`config.mk`:
```
export PLATFORM = sky130hd
export DESIGN_NAME = spinner_step_scheduler
export DESIGN_NICKNAME = d
export VERILOG_FILES = /design/src/rtl/spinner_pkg.sv /design/src/rtl/spinner_quad_enc.sv /design/src/rtl/spinner_step_scheduler.sv
export SDC_FILE = /design/constraint.sdc
export NUM_CORES = 1
export LEC_CHECK = 0
export CAP_MARGIN = 20
export CORE_MARGIN = 2
export CORE_UTILIZATION = 50
export CTS_CLUSTER_DIAMETER = 40
export DETAILED_ROUTE_END_ITERATION = 12
export MAX_ROUTING_LAYER = met4
export PLACE_DENSITY = 0.7
export RECOVER_POWER = 25
export SETUP_SLACK_MARGIN = 0.15
export SLEW_MARGIN = 15
export SYNTH_ARGS = -nofsm -noshare
export SYNTH_HDL_FRONTEND = slang
export SYNTH_HIERARCHICAL = 1
export SYNTH_SLANG_ARGS = --single-unit
export TNS_END_PERCENT = 20
```
`constraint.sdc`:
```
create_clock -name clk_sys -period 6.8 [get_ports clk_sys]
set_input_delay 1.02 -clock clk_sys [delete_from_list [all_inputs] [get_ports clk_sys]]
set_output_delay 1.02 -clock clk_sys [all_outputs]
set_load 0.05 [all_outputs]
```
`src/rtl/spinner_pkg.sv`:
```
// spinner_pkg: shared types, limits and saturating add for the spinner step scheduler
package spinner_pkg;
  typedef enum logic {IDLE, RUN} spin_state_t;
  typedef logic signed [11:0] step_budget_t;
  localparam step_budget_t BUDGET_MAX = step_budget_t'(2047);
  localparam step_budget_t BUDGET_MIN = step_budget_t'(-2048);
  localparam int ACC_THRESH = 16;
  function automatic step_budget_t sat_add(step_budget_t a, logic signed [10:0] b);
    logic signed [12:0] s;
    s = 13'(a) + 13'(b);
    return s > 13'(BUDGET_MAX) ? BUDGET_MAX : s < 13'(BUDGET_MIN) ? BUDGET_MIN : s[11:0];
  endfunction
endpackage

```
`src/rtl/spinner_quad_enc.sv`:
```
// spinner_quad_enc: Gray-coded AB up/down stepper, one bit changes per step
module spinner_quad_enc (
  input  logic       clk_sys,
  input  logic       reset,
  input  logic       step,
  input  logic       dir,
  output logic [1:0] ab
);
  always_ff @(posedge clk_sys or posedge reset)
    if (reset) ab <= 2'b11;
    else if (step) ab <= dir ? {ab[0], ~ab[1]} : {~ab[0], ab[1]};
endmodule

```
`src/rtl/spinner_step_scheduler.sv`:
```
// spinner_step_scheduler: merges mouse/joystick motion into a step budget drained as quadrature
// steps; define SPINNER_ACCEL_EN to double large mouse deltas.
module spinner_step_scheduler
  import spinner_pkg::*;
#(
  parameter int STEP_DIV   = 50,
  parameter int JOY_PERIOD = 48000,
  parameter int JOY_SLOW   = 4,
  parameter int JOY_FAST   = 9
) (
  input  logic              clk_sys,
  input  logic              reset,
  input  logic              mouse_strobe,
  input  logic signed [8:0] mouse_dx,
  input  logic              joy_right,
  input  logic              joy_left,
  input  logic              joy_fast,
  output logic [1:0]        spinner,
  output logic              busy,
  output logic signed [11:0] budget
);
  localparam int SW = $clog2(STEP_DIV + 1);
  localparam int JW = $clog2(JOY_PERIOD);
  spin_state_t state;
  logic [SW-1:0] step_cnt;
  logic [JW-1:0] joy_cnt;
  logic strobe_q, primed, mouse_evt, step, joy_one, joy_load, opp;
  logic signed [10:0] dx_eff;
  step_budget_t jmag, b_step, b_joy, b_next;
  always_comb begin
    mouse_evt = primed && (mouse_strobe != strobe_q);
`ifdef SPINNER_ACCEL_EN
    dx_eff = (mouse_dx > 9'(ACC_THRESH) || mouse_dx < -9'(ACC_THRESH)) ? 11'(mouse_dx) <<< 1 : 11'(mouse_dx);
`else
    dx_eff = 11'(mouse_dx);
`endif
    step = (state == RUN) && (step_cnt == SW'(STEP_DIV - 1));
    joy_one = joy_right ^ joy_left;
    joy_load = joy_one && (joy_cnt == JW'(JOY_PERIOD - 1));
    jmag = step_budget_t'(joy_fast ? JOY_FAST : JOY_SLOW);
    b_step = step ? (budget[11] ? budget + 12'sd1 : budget - 12'sd1) : budget;
    // Joystick reload lands first; the mouse rule then sees the reloaded value
    b_joy = joy_load ? (joy_left ? -jmag : jmag) : b_step;
    opp = (b_joy[11] != dx_eff[10]) && (b_joy != '0) && (dx_eff != '0);
    b_next = !mouse_evt ? b_joy : opp ? step_budget_t'(dx_eff) : sat_add(b_joy, dx_eff);
  end
  always_ff @(posedge clk_sys or posedge reset)
    if (reset) begin
      state <= IDLE;
      step_cnt <= '0;
      joy_cnt <= '0;
      budget <= '0;
      busy <= 1'b0;
      strobe_q <= 1'b0;
      primed <= 1'b0;
    end else begin
      strobe_q <= mouse_strobe;
      primed <= 1'b1;
      budget <= b_next;
      busy <= b_next != '0;
      joy_cnt <= (!joy_one || joy_load) ? '0 : joy_cnt + 1'b1;
      // The idle cycle that sees a nonzero budget counts as step slot 0
      if (state == IDLE) begin
        state <= budget != '0 ? RUN : IDLE;
        step_cnt <= budget != '0 ? SW'(1) : '0;
      end else begin
        state <= b_next == '0 ? IDLE : RUN;
        step_cnt <= (b_next == '0 || step) ? '0 : step_cnt + 1'b1;
      end
    end
  spinner_quad_enc enc (
    .clk_sys(clk_sys),
    .reset(reset),
    .step(step),
    .dir(budget[11]),
    .ab(spinner)
  );
endmodule

```
==> results.sh, run 1 <==
export IMPL_drcViolationCount=0
export IMPL_endpoint_kind="flip-flop"
export IMPL_htree_levels=2
export IMPL_start_util_pct=51.8
export IMPL_power_density_nw_per_um2=473
export IMPL_synth_warnings=6
export IMPL_ys_ff_latch=40
export IMPL_drv_cap=1
export IMPL_tightest_slew_ns=2.09
export IMPL_cp_arrival_ns=6.17
export IMPL_die_w_um=88.1
export IMPL_synthTopCellsByArea="dfrtp_1 (27%), ha_1 (10%), nor2_1 (6.0%), xnor2_1 (4.7%), a21oi_1 (4.5%)"
export IMPL_grt_pass1_wl_um=15000
export IMPL_yosysUniqueCellTypes=73
export IMPL_drv_slew=39
export IMPL_cts_tree="done"
export IMPL_route_vias_total=3212
export IMPL_synth_top_cell_by_area="dfrtp_1"
export IMPL_grt_total_usage_pct=25.4
export IMPL_post_route_period_util_pct=88.3
export IMPL_cts_root_buf="clkbuf_8"
export IMPL_mostFrequentLayoutCells="nor2_1 (57), dfrtp_1 (38), nand2_1 (33), a21oi_1 (32), ha_1 (29)"
export IMPL_grt_overflow=0
export IMPL_ctsLongestPathBuffers=2
export IMPL_layout_nets=499
export IMPL_synth_ff_type="dfrtp_1"
export IMPL_drive_gt1_share_pct=8.15
export IMPL_hold_viol=0
export IMPL_wirelength_um=8920
export IMPL_die_h_um=88.1
export IMPL_yosys_area_top_type_share_pct=26.9
export IMPL_avgSynthCellArea_um2=8.39
export IMPL_drt_first_pass_iters=5
export IMPL_stdcell_area_um2=4030
export IMPL_num_io_pins=30
export IMPL_cp_max_fo=8
export IMPL_antenna_found_initial=0
export IMPL_async_reset_ff_share_pct=100
export IMPL_n_antenna_cell=0
export IMPL_rsz0062_at_grt="no"
export IMPL_cts_setup_buffers=0
export IMPL_postPlaceCellArea_um2=3940
export IMPL_synth_edf_count=0
export IMPL_irDropWorstVdd_mv=0.229
export IMPL_core_area_um2=6830
export IMPL_status="complete, but fails checks"
export IMPL_hp_class="flip-flop to flip-flop"
export IMPL_clk_pin_slew_ns=0.08
export IMPL_grt_start_max_net_pins=39
export IMPL_fillers=651
export IMPL_cts_resized=0
export IMPL_dpl_hpwl_um=7010
export IMPL_finalSetupViolCount=0
export IMPL_cp_start_kind="primary input"
export IMPL_synth_yosys_seq_area_share_pct=28.3
export IMPL_insertion_delay_ns=0.30
export IMPL_routedWlPerCell_um=16.2
export IMPL_syn2layout_area_growth_pct=13.9
export IMPL_synth_cells=422
export IMPL_critPathKind="primary input to flip-flop"
export IMPL_critical_path_required_ns=6.96
export IMPL_fmax_ghz=0.167
export IMPL_routed_via_density=5.84
export IMPL_min_period_ns=6.00
export IMPL_finalClockSkew_ns=0.00517
export IMPL_mostFrequentLayoutCell="nor2_1"
export IMPL_p_leak_nw=1.65
export IMPL_numCtsBuffers=5
export IMPL_tns_ns=0
export IMPL_fin_total_pwr_w=0.00191
export IMPL_gp_congestion=0.926
export IMPL_dieArea_um2=7770
export IMPL_synth_area_um2=3540
export IMPL_ant_nets=0
export IMPL_slew_limit_headroom_pct=-39.5
export IMPL_portBuffers=29
export IMPL_ctsHoldBuffers=0
export IMPL_rows=30
export IMPL_grt_pass1_vias=3092
export IMPL_drtIter0Drc=160
export IMPL_failed_checks="capacitance limit, slew limit"
export IMPL_syn_nets=468
export IMPL_cts_sinks=40
-- synth_stat cells, drive strengths merged, types with 3 or more instances --
library cell and count:
nor2 58, dfrtp 38, a21oi 33, nand2 33, ha 29, inv 24, o21ai 19, xnor2 19
nor3 17, xor2 16, nand3 13, a211oi 10, nand4 8, and2 6, or3 6, and3 5
clkbuf 5, nand2b 5, or2 5, buf 4, nor4 4, o211ai 4, o21a 4, o221ai 4
or4 4, a221oi 3, nor3b 3, o21bai 3
-- final timing paths --
path | start | endpoint | slack [ns] | depth (start not counted)
max | joy_left | step_cnt[4]$_DFF_PP0_ | 0.80 | 18
min | enc/ab[0]$_DFFE_PP1P_ | enc/ab[0]$_DFFE_PP1P_ | 0.51 | 2
max reg2reg | budget[11]$_DFF_PP0_ | step_cnt[4]$_DFF_PP0_ | 0.90 | 21
min reg2reg | enc/ab[0]$_DFFE_PP1P_ | enc/ab[0]$_DFFE_PP1P_ | 0.51 | 2
max in group asynchronous | reset | step_cnt[2]$_DFF_PP0_ | 3.65 | 3
min in group asynchronous | reset | enc/ab[1]$_DFFE_PP1P_ | 1.22 | 2
-- metrics by stage --
stage / hold slack, ns / utilization [%] / std cells / setup WS (ns)
after floorplan: 0.476 / - / 422 / 1.33
after global placement: 0.493 / 57.7 / 542 / 0.655
after detailed placement: 0.500 / 57.7 / 542 / 0.511
after CTS: 0.517 / 59.1 / 550 / 0.824
after global routing: 0.554 / 59.0 / 550 / 0.279
final: 0.515 / 59.0 / 550 / 0.795
-- sequential cells by signal, summed over array words and instances (netlist names) --
| name | count |
|---|---|
| budget | 12 |
| busy | 1 |
| enc/ab | 2 |
| joy_cnt | 16 |
| primed | 1 |
| state | 1 |
| step_cnt | 6 |
| strobe_q | 1 |
-- where the power goes --
part           internal [W]  total [W]  leakage (nW)  switching (W)
Combinational      0.000527    0.00135          1.11       0.000822
Sequential         0.000305   0.000387         0.495      0.0000820
Clock             0.0000822   0.000173        0.0434      0.0000903
-- cells by family after synthesis --
logic type,synth area share [%]
AO/OA/AOI/OAI,21.1
XOR/XNOR,8.66
adder cells (fa/ha/maj),11.4
buffers and inverters,3.71
flip-flops,28.3
multiplexers,1.31
other,0.106
AND/OR/NAND/NOR,25.4
-- per-layer routing --
metal,vias up,share of wire [%],GRT usage (%)
met5,-,0,-
met2,90,45,37.7
li1,1589,-,-
met4,0,2.3,9.50
met1,1519,48,35.0
met3,14,4.8,3.96
-- cell type report --
type,instances,area (um^2),share of cell area (%)
inverter,24,90.1,2.23
timing repair buffer,33,317,7.85
multi-input combinational,349,2400,59.6
tap,96,120,2.98
clock inverter,2,15.0,0.372
sequential,40,1000,24.9
clock buffer,6,82.6,2.05
-- worst max-delay path, stage by stage --
cell	delay (ns)
clkdlybuf4s50_1	0.58
xor2_1	0.29
nand2_1	0.25
a21oi_1	0.26
ha_1	0.22
inv_1	0.06
fa_1	0.38
nand2b_1	0.19
a21oi_1	0.26
o221ai_1	0.22
o21ai_0	0.29
nand2_1	0.09
a22oi_1	0.44
nor3_1	0.14
a311o_1	0.34
or4_4	0.49
nor4_4	0.52
nor3_1	0.13
(Power assumes the default switching activity.)
==> run 2: changes to the inputs <==
Settings changed: CORE_UTILIZATION 50 to 59, PLACE_DENSITY 0.7 to 0.81.
==> results.sh, run 2 (synthesis gave the netlist of run 1 again) <==
export IMPL_failed_checks="capacitance limit, slew limit"
export IMPL_core_area_um2=5850
export IMPL_fmax_ghz=0.166
export IMPL_clk_pin_slew_ns=0.09
export IMPL_drtIter0Drc=236
export IMPL_cp_start_kind="flip-flop"
export IMPL_cts_root_buf="clkbuf_8"
export IMPL_cts_resized=0
export IMPL_layout_nets=497
export IMPL_cts_setup_buffers=0
export IMPL_critical_path_required_ns=6.96
export IMPL_hp_class="flip-flop to flip-flop"
export IMPL_insertion_delay_ns=0.30
export IMPL_tns_ns=0
export IMPL_gp_congestion=0.994
export IMPL_placed_cells=519
export IMPL_die_h_um=81.5
export IMPL_irDropWorstVdd_mv=0.304
export IMPL_power_density_nw_per_um2=481
export IMPL_ant_nets=0
export IMPL_n_antenna_cell=0
export IMPL_largestRegisters="joy_cnt: 16 flops, budget: 12 flops, step_cnt: 6 flops"
export IMPL_min_period_ns=6.02
export IMPL_critPathKind="flip-flop to flip-flop"
export IMPL_htree_levels=2
export IMPL_endpoint_kind="flip-flop"
export IMPL_regMostFlops="joy_cnt"
export IMPL_grt_pass1_vias=3124
export IMPL_largest_register_ffs=16
export IMPL_p_seq_share_pct=20.1
export IMPL_fillers=466
export IMPL_post_route_period_util_pct=88.5
export IMPL_portBuffers=29
export IMPL_dieArea_um2=6630
export IMPL_cp_max_fo=19
export IMPL_switching_share_pct=51.3
export IMPL_pwr_share_comb_pct=69.0
export IMPL_p_leak_nw=1.65
export IMPL_drt_first_pass_iters=5
export IMPL_grt_total_usage_pct=28.8
export IMPL_switching_power_w=0.000991
export IMPL_mostFrequentLayoutCell="nor2_1"
export IMPL_cts_tree="done"
export IMPL_slew_limit_headroom_pct=-37.4
export IMPL_start_util_pct=60.5
export IMPL_wirelength_um=8500
export IMPL_rows=28
export IMPL_hold_viol=0
export IMPL_routed_via_density=6.18
export IMPL_numCtsBuffers=5
export IMPL_die_w_um=81.5
export IMPL_grt_pass1_wl_um=14300
export IMPL_routedWlPerCell_um=16.1
export IMPL_num_io_pins=30
export IMPL_drv_slew=39
export IMPL_tightest_slew_ns=2.06
export IMPL_drv_cap=1
export IMPL_finalClockSkew_ns=0.00674
export IMPL_ctsHoldBuffers=0
export IMPL_grt_overflow=0
export IMPL_grt_start_max_net_pins=39
export IMPL_status="complete, but fails checks"
export IMPL_drcViolationCount=0
export IMPL_cp_arrival_ns=6.18
export IMPL_rsz0062_at_grt="no"
export IMPL_antenna_found_initial=0
export IMPL_ctsLongestPathBuffers=2
export IMPL_drive_gt1_share_pct=7.74
export IMPL_dpl_hpwl_um=6670
export IMPL_p_int_w=0.000942
export IMPL_syn2layout_area_growth_pct=13.4
export IMPL_cts_sinks=40
export IMPL_fin_cells=527
export IMPL_clkPwrFrac_pct=10.9
export IMPL_mostFrequentLayoutCells="nor2_1 (57), dfrtp_1 (38), nand2_1 (33), a21oi_1 (32), ha_1 (29)"
export IMPL_route_vias_total=3259
export IMPL_finalSetupViolCount=0
==> run 2: cell count changes in the layout (fill, tap and decap cells not counted), sizes merged <==
cell	previous run	this run
bufinv	0	1
clkinv	0	1
buf	3	1
clkinvlp	2	0
==> run 2: power groups by stage <==
stage	Combinational, W	Clock [W]	Sequential, W
2_1_floorplan	0.000886	0	0.000504
3_3_place_gp	0.00128	0	0.000389
3_5_place_dp	0.00130	0	0.000391
4_1_cts	0.00132	0.000213	0.000386
5_1_grt	0.00147	0.000223	0.000396
6_report	0.00133	0.000211	0.000389
==> run 2: cell type report <==
cell class	count	area, um^2	share of cell area, %
Clock buffer	6	82.6	2.06
Clock inverter	2	38.8	0.966
Inverter	24	90.1	2.24
Multi-Input combinational cell	349	2400	59.9
Sequential cell	40	1000	25.0
Tap cell	75	93.8	2.34
Timing Repair Buffer	31	302	7.51
==> run 2: routing by layer <==
| metal | vias to the layer above | GRT usage, % | part of all wire [%] | wire (um) |
|---|---|---|---|---|
| met5 | - | - | 0 | 0 |
| met3 | 24 | 4.62 | 6.0 | 507 |
| met2 | 129 | 44.9 | 45 | 3870 |
| met4 | 0 | 9.83 | 2.6 | 223 |
| met1 | 1520 | 38.1 | 46 | 3910 |
| li1 | 1586 | - | - | - |
==> run 2: final timing paths <==
kind / start / endpoint / slack (ns) / depth (start not counted)
max in group asynchronous: reset / budget[11]$_DFF_PP0_ / 3.68 / 3
min in group asynchronous: reset / enc/ab[0]$_DFFE_PP1P_ / 1.21 / 2
worst max register to register: step_cnt[1]$_DFF_PP0_ / step_cnt[5]$_DFF_PP0_ / 0.78 / 21
worst max-delay path: step_cnt[1]$_DFF_PP0_ / step_cnt[5]$_DFF_PP0_ / 0.78 / 21
worst min-delay path: joy_cnt[0]$_DFF_PP0_ / joy_cnt[0]$_DFF_PP0_ / 0.51 / 1
worst min register to register: joy_cnt[0]$_DFF_PP0_ / joy_cnt[0]$_DFF_PP0_ / 0.51 / 1
==> run 2: critical path, stage by stage, from the launching register on <==
cell,delay (ns)
dfrtp_1,0.41
inv_1,0.07
ha_1,0.14
nand4_1,0.10
or3_1,0.62
inv_2,0.41
xnor2_1,0.12
a21oi_1,0.25
ha_1,0.23
inv_1,0.06
fa_1,0.37
nand2b_1,0.19
a21oi_1,0.27
o221ai_1,0.21
o21ai_0,0.29
nand2_1,0.09
a22oi_1,0.45
nor3_1,0.15
a311o_1,0.34
or4_4,0.49
nor4_4,0.50
nor3_1,0.12
==> run 2: through the flow <==
step	cell area [um^2]	setup WS, ns	power [W]	utilization [%]	hold slack (ns)
6_report	4020	0.781	0.00193	68.6	0.515
5_1_grt	4020	0.313	0.00209	68.6	0.554
4_1_cts	4020	0.864	0.00191	68.7	0.522
3_5_place_dp	3900	0.532	0.00169	66.6	0.510
3_3_place_gp	3900	0.747	0.00167	66.6	0.491
2_1_floorplan	3540	1.33	0.00139	-	0.476
